File: src/rtl/wb_arbiter_2m.sv
// wb_arbiter_2m: shares one Wishbone classic slave port between two masters
// (m0 = instruction fetch, m1 = data memory). One single transfer per grant.
// The grant is registered and takes effect one cycle after arbitration in IDLE.
// Optional watchdog: define WB_ARB_TIMEOUT_EN to build the ack-timeout counter.
module wb_arbiter_2m #(
   parameter int ADDR_WIDTH     = 32,
   parameter int DATA_WIDTH     = 32,
   parameter int RR_MODE        = 0,
   parameter int TIMEOUT_CYCLES = 255
) (
   input  logic                    clk,
   input  logic                    reset,
   input  logic                    m0_wb_cyc_i,
   input  logic                    m0_wb_stb_i,
   input  logic                    m0_wb_we_i,
   input  logic [ADDR_WIDTH-1:0]   m0_wb_adr_i,
   input  logic [DATA_WIDTH-1:0]   m0_wb_dat_i,
   input  logic [DATA_WIDTH/8-1:0] m0_wb_sel_i,
   output logic                    m0_wb_ack_o,
   output logic [DATA_WIDTH-1:0]   m0_wb_dat_o,
   input  logic                    m1_wb_cyc_i,
   input  logic                    m1_wb_stb_i,
   input  logic                    m1_wb_we_i,
   input  logic [ADDR_WIDTH-1:0]   m1_wb_adr_i,
   input  logic [DATA_WIDTH-1:0]   m1_wb_dat_i,
   input  logic [DATA_WIDTH/8-1:0] m1_wb_sel_i,
   output logic                    m1_wb_ack_o,
   output logic [DATA_WIDTH-1:0]   m1_wb_dat_o,
   output logic                    s_wb_cyc_o,
   output logic                    s_wb_stb_o,
   output logic                    s_wb_we_o,
   output logic [ADDR_WIDTH-1:0]   s_wb_adr_o,
   output logic [DATA_WIDTH-1:0]   s_wb_dat_o,
   output logic [DATA_WIDTH/8-1:0] s_wb_sel_o,
   input  logic                    s_wb_ack_i,
   input  logic [DATA_WIDTH-1:0]   s_wb_dat_i,
   output logic [1:0]              grant_o,
   output logic                    timeout_o
);

   // Encoding chosen so the state bits are the one-hot grant directly.
   typedef enum logic [1:0] {
      IDLE   = 2'b00,
      BUS_M0 = 2'b01,
      BUS_M1 = 2'b10
   } state_t;

   state_t state_q, state_d;
   logic   last_q, last_d;     // last completed owner: 0 = m0, 1 = m1
   logic   req0, req1;
   logic   owner_cyc;
   logic   wd_hit;             // watchdog expiry this cycle

   assign req0 = m0_wb_cyc_i & m0_wb_stb_i;
   assign req1 = m1_wb_cyc_i & m1_wb_stb_i;
   assign owner_cyc = (state_q == BUS_M0) ? m0_wb_cyc_i : m1_wb_cyc_i;

`ifdef WB_ARB_TIMEOUT_EN
   logic [15:0] wd_q, wd_d;
   logic        timeout_q, timeout_d;

   assign wd_hit = (state_q != IDLE) && owner_cyc && !s_wb_ack_i &&
                   (wd_q == 16'(TIMEOUT_CYCLES - 1));

   // Watchdog: held at 0 in IDLE so each grant starts from zero; flag is sticky.
   always_comb begin
      wd_d      = wd_q;
      timeout_d = timeout_q | wd_hit;
      if (state_q == IDLE) begin
         wd_d = '0;
      end else if (!s_wb_ack_i) begin
         wd_d = wd_q + 16'd1;
      end
   end

   // Watchdog registers.
   always_ff @(posedge clk or negedge reset) begin
      if (!reset) begin
         wd_q      <= '0;
         timeout_q <= 1'b0;
      end else begin
         wd_q      <= wd_d;
         timeout_q <= timeout_d;
      end
   end

   assign timeout_o = timeout_q;
`else
   assign wd_hit    = 1'b0;
   assign timeout_o = 1'b0;
`endif

   // State and last-grant registers; last-grant resets to m1 so the first RR tie goes to m0.
   always_ff @(posedge clk or negedge reset) begin
      if (!reset) begin
         state_q <= IDLE;
         last_q  <= 1'b1;
      end else begin
         state_q <= state_d;
         last_q  <= last_d;
      end
   end

   // Next-state: arbitrate in IDLE; leave the bus on ack, abort or watchdog expiry.
   always_comb begin
      state_d = state_q;
      last_d  = last_q;
      case (state_q)
         IDLE: begin
            if (req0 && req1) begin
               if (RR_MODE != 0) state_d = last_q ? BUS_M0 : BUS_M1;
               else              state_d = BUS_M1;
            end else if (req0) begin
               state_d = BUS_M0;
            end else if (req1) begin
               state_d = BUS_M1;
            end
         end
         BUS_M0, BUS_M1: begin
            if (!owner_cyc) begin
               state_d = IDLE;
            end else if (s_wb_ack_i || wd_hit) begin
               state_d = IDLE;
               last_d  = (state_q == BUS_M1);
            end
         end
         default: state_d = IDLE;
      endcase
   end

   // Outputs: mux the owner onto the slave port and route ack back to it only.
   always_comb begin
      s_wb_cyc_o  = 1'b0;
      s_wb_stb_o  = 1'b0;
      s_wb_we_o   = 1'b0;
      s_wb_adr_o  = '0;
      s_wb_dat_o  = '0;
      s_wb_sel_o  = '0;
      m0_wb_ack_o = 1'b0;
      m1_wb_ack_o = 1'b0;
      m0_wb_dat_o = s_wb_dat_i;
      m1_wb_dat_o = s_wb_dat_i;
      grant_o     = 2'b00;
      case (state_q)
         BUS_M0: begin
            grant_o     = 2'b01;
            s_wb_cyc_o  = m0_wb_cyc_i;
            s_wb_stb_o  = m0_wb_stb_i;
            s_wb_we_o   = m0_wb_we_i;
            s_wb_adr_o  = m0_wb_adr_i;
            s_wb_dat_o  = m0_wb_dat_i;
            s_wb_sel_o  = m0_wb_sel_i;
            m0_wb_ack_o = s_wb_ack_i;
            if (wd_hit) begin
               s_wb_cyc_o  = 1'b0;
               s_wb_stb_o  = 1'b0;
               m0_wb_ack_o = 1'b1;
               m0_wb_dat_o = '0;
            end
         end
         BUS_M1: begin
            grant_o     = 2'b10;
            s_wb_cyc_o  = m1_wb_cyc_i;
            s_wb_stb_o  = m1_wb_stb_i;
            s_wb_we_o   = m1_wb_we_i;
            s_wb_adr_o  = m1_wb_adr_i;
            s_wb_dat_o  = m1_wb_dat_i;
            s_wb_sel_o  = m1_wb_sel_i;
            m1_wb_ack_o = s_wb_ack_i;
            if (wd_hit) begin
               s_wb_cyc_o  = 1'b0;
               s_wb_stb_o  = 1'b0;
               m1_wb_ack_o = 1'b1;
               m1_wb_dat_o = '0;
            end
         end
         default: ;
      endcase
   end

endmodule

File: config.mk
export PLATFORM = sky130hd
export DESIGN_NAME = wb_arbiter_2m
export DESIGN_NICKNAME = d
export VERILOG_FILES = /design/src/rtl/wb_arbiter_2m.sv
export SDC_FILE = /design/constraint.sdc
export NUM_CORES = 1
export LEC_CHECK = 0
export ABC_AREA = 1
export CAP_MARGIN = 30
export CORE_AREA = 4 4 121 123
export CTS_CLUSTER_DIAMETER = 80
export DETAILED_ROUTE_END_ITERATION = 8
export DIE_AREA = 0 0 125 127
export GPL_TIMING_DRIVEN = 1
export SYNTH_ARGS = -nofsm -noshare
export SYNTH_HDL_FRONTEND = slang
export SYNTH_SLANG_ARGS = --single-unit
File: constraint.sdc
create_clock -name clk -period 2.58 [get_ports clk]
set_input_delay 0.516 -clock clk [delete_from_list [all_inputs] [get_ports clk]]
set_output_delay 0.516 -clock clk [all_outputs]
set_load 0.01 [all_outputs]
==> results_dict.tcl <==
set metrics [dict create \
    setup_viol_count_final 0 \
    die-area_um2 15880 \
    largestRegisters "state_q (2)" \
    h-tree-depth 1 \
    ys_warn_count 0 \
    cts_tree "built" \
    largest_reg_flops 2 \
    io_buffer_count 219 \
    placed_cells 650 \
    antenna_cells 0 \
    timing.hold.ws_ps 454.6 \
    synth.top_cell.area_share_pct 29.80 \
    grt_pass1_vias 2653 \
    top_register "state_q" \
    die_height_um 127 \
    cts_made_buffers 3 \
    synth_nets 515 \
    place_hpwl_mm 7.130 \
    final_util_pct 28.79 \
    worst_path_max_delay_cell "clkdlybuf4s50_1" \
    drt_first_pass_iters 4 \
    reg2reg_depth 9 \
    fmax_mhz 395.8 \
    grt.busiest_layer "met2" \
    globalRouteMet1Util_pct 10.57 \
    fin_crit_ps 2527 \
    rsz0062_at_grt "true" \
    crit_arrival_ps 2010 \
    ys_types 15 \
    worst_slack_ps 53.15 \
    syn_area_per_cell_um2 5.636 \
    path_max_fanout 19 \
    finalWirelength_mm 9.004 \
    path_buf_inv 3 \
    dp_slack_ps 175.2 \
    leakage_nw 1.670 \
    fin_crit_sh_pct 97.94 \
    finClkSkew_ps 3.731 \
    final_nets 658 \
    core_region_area_um2 13670 \
    required_ps 2060 \
    antenna_found_initial 0 \
    wire_per_inst_um 13.77 \
    regArea_um2 52.55 \
    yosysSeqAreaShare_pct 2.667 \
    grtUsageTotal_pct 10.27 \
    total_power_mw 3.066 \
    boundaryPins 317 \
    final_cells 654 \
    start_kind "flop" \
    finalSetupTns_ps 0 \
    vias_per_cell 3.887 \
    clk_pin_slew_ps 30 \
    clock_path_buffers 2 \
    cpLargestDelayFamily "buffers and inverters" \
    hp-class "in -> async" \
    start_util_pct 13.73 \
    ir_worst_vdd_v 0.0007473 \
    criticalPathCategory "reg -> out" \
    syn_area_um2 1877 \
    reg2reg_setup_slack_ps 1000 \
    final_area_um2 3934 \
    ys_top_cells_by_area "nand2_1 (30%), buf_4 (29%), a21oi_1 (12%), a21oi_2 (12%), buf_6 (4.8%)" \
    dpl_cell_area_um2 3722 \
    max_stage_delay_ps 540 \
    syn2layout_area_growth_pct 109.6 \
    grt_pass1_wl_mm 13.51 \
    drive_above_1_share_pct 10.34 \
    rr_startpoint "state_q[0]$_DFFE_PN0P_" \
    grt_max_degree 43 \
    hold_viol_final 0 \
    cts_sinks 2 \
    slew_viol_final 0 \
    grt_overflow 0 \
    cap_violations 0 \
    detail-route-antenna-nets 0 \
    die_w_um 125 \
    drt_drc_violations_left 0 \
    status "complete, no violations" \
    multi_input_area_um2 1157 \
    cp-end-kind "primary output" \
    clock_latency_ps 220 \
    netlist_instances 333 \
    nFillCells 1484 \
    worstReg2RegEnd "state_q[0]$_DFFE_PN0P_" \
    root_buffer "clkbuf_16" \
    ys_ff_latch 2 \
    cts_hold_buf 0 \
    synth_top_area_cell "nand2_1" \
    rows 43 \
    met3_usage_pct 3.972 \
    grt_util_met2_pct 18.70 \
    vias 2542 \
    gp_congestion 0.8534 \
    drt_first_iter_violations 60 \
    p_per_area_nw_per_um2 779.5 \
    path_cells "inv_2, ha_4, bufbuf_16, nand2_1, a21oi_2, clkdlybuf4s50_1" \
]
[how the worst max path moves through the flow]
stage                     slack [ps]  cells past startpoint             end                   start
after floorplan                  840                      5   s_wb_adr_o[0]  state_q[0]$_DFFE_PN0P_
after CTS                          7                      6   s_wb_adr_o[0]  state_q[0]$_DFFE_PN0P_
after global routing             -30                      6  s_wb_adr_o[26]  state_q[1]$_DFFE_PN0P_
after detailed placement         180                      6  s_wb_adr_o[17]  state_q[0]$_DFFE_PN0P_
after global placement           190                      6  s_wb_adr_o[17]  state_q[0]$_DFFE_PN0P_
final                             50                      6   s_wb_dat_o[4]  state_q[1]$_DFFE_PN0P_
[worst register-to-register path, stage by stage (launching register included)]
cell	delay (ps)
dfrtp_2	410
inv_2	80
ha_1	310
inv_2	100
buf_12	230
nor2_1	80
nand2_2	90
nand2_2	50
nand2_1	50
nand2_1	50
[power by group]
part	internal, mW	total (mW)	switching, mW	leakage [nW]
registers	0.0492	0.0774	0.0281	0.0234
logic	1.29	2.75	1.46	1.61
clock network	0.198	0.238	0.0400	0.0370
[layout by cell type (no fill, tap or decap), types with 2 or more instances in the layout]
cell type,instances
nand2_1,149
clkdlybuf4s50_1,195
buf_12,6
nand3_1,3
nand2_2,5
inv_1,3
dfrtp_2,2
a21oi_2,26
ha_4,2
inv_2,4
ha_1,3
clkbuf_16,3
dlymetal6s2s_1,22
nor2_1,2
dlygate4sd2_1,2
a21oi_1,45
[synthesized netlist by cell type (all sizes together)]
master	number
ha	5
nand3	3
dfrtp	2
a21oi	71
inv	7
nor2	2
conb	1
clkbuf	1
buf	87
nand2	154
[per-layer routing]
metal / vias up / part of all wire, %
li1: 1261 / -
met1: 1087 / 36
met2: 163 / 50
met3: 31 / 11
met4: 0 / 3.5
met5: - / 0
[cells by family (layout without fill, tap and decap cells)]
kind of cell             count (synthesis)  after routing  synth area share [%]
flip-flops                               2              2                 2.667
other                                    1              1                0.1998
AND/OR/NAND/NOR                        159            159                 32.67
AO/OA/AOI/OAI                           71             71                 23.93
adder cells (fa/ha/maj)                  5              5                 3.333
buffers and inverters                   95            236                 37.20
[cell type report]
type,instances,share of cell area (%)
Clock buffer,3,1.908
Inverter,7,0.6679
Multi-Input combinational cell,236,29.42
Sequential cell,2,1.336
Tap cell,180,5.725
Timing Repair Buffer,226,60.94
[timing repair]
action	in CTS	in global routing
setup endpoints to repair	39	68
setup buffers	0	0
gates cloned	1	0
endpoints found under the hold margin	0	0
resized for setup	8	29
(Power assumes the default switching activity.)
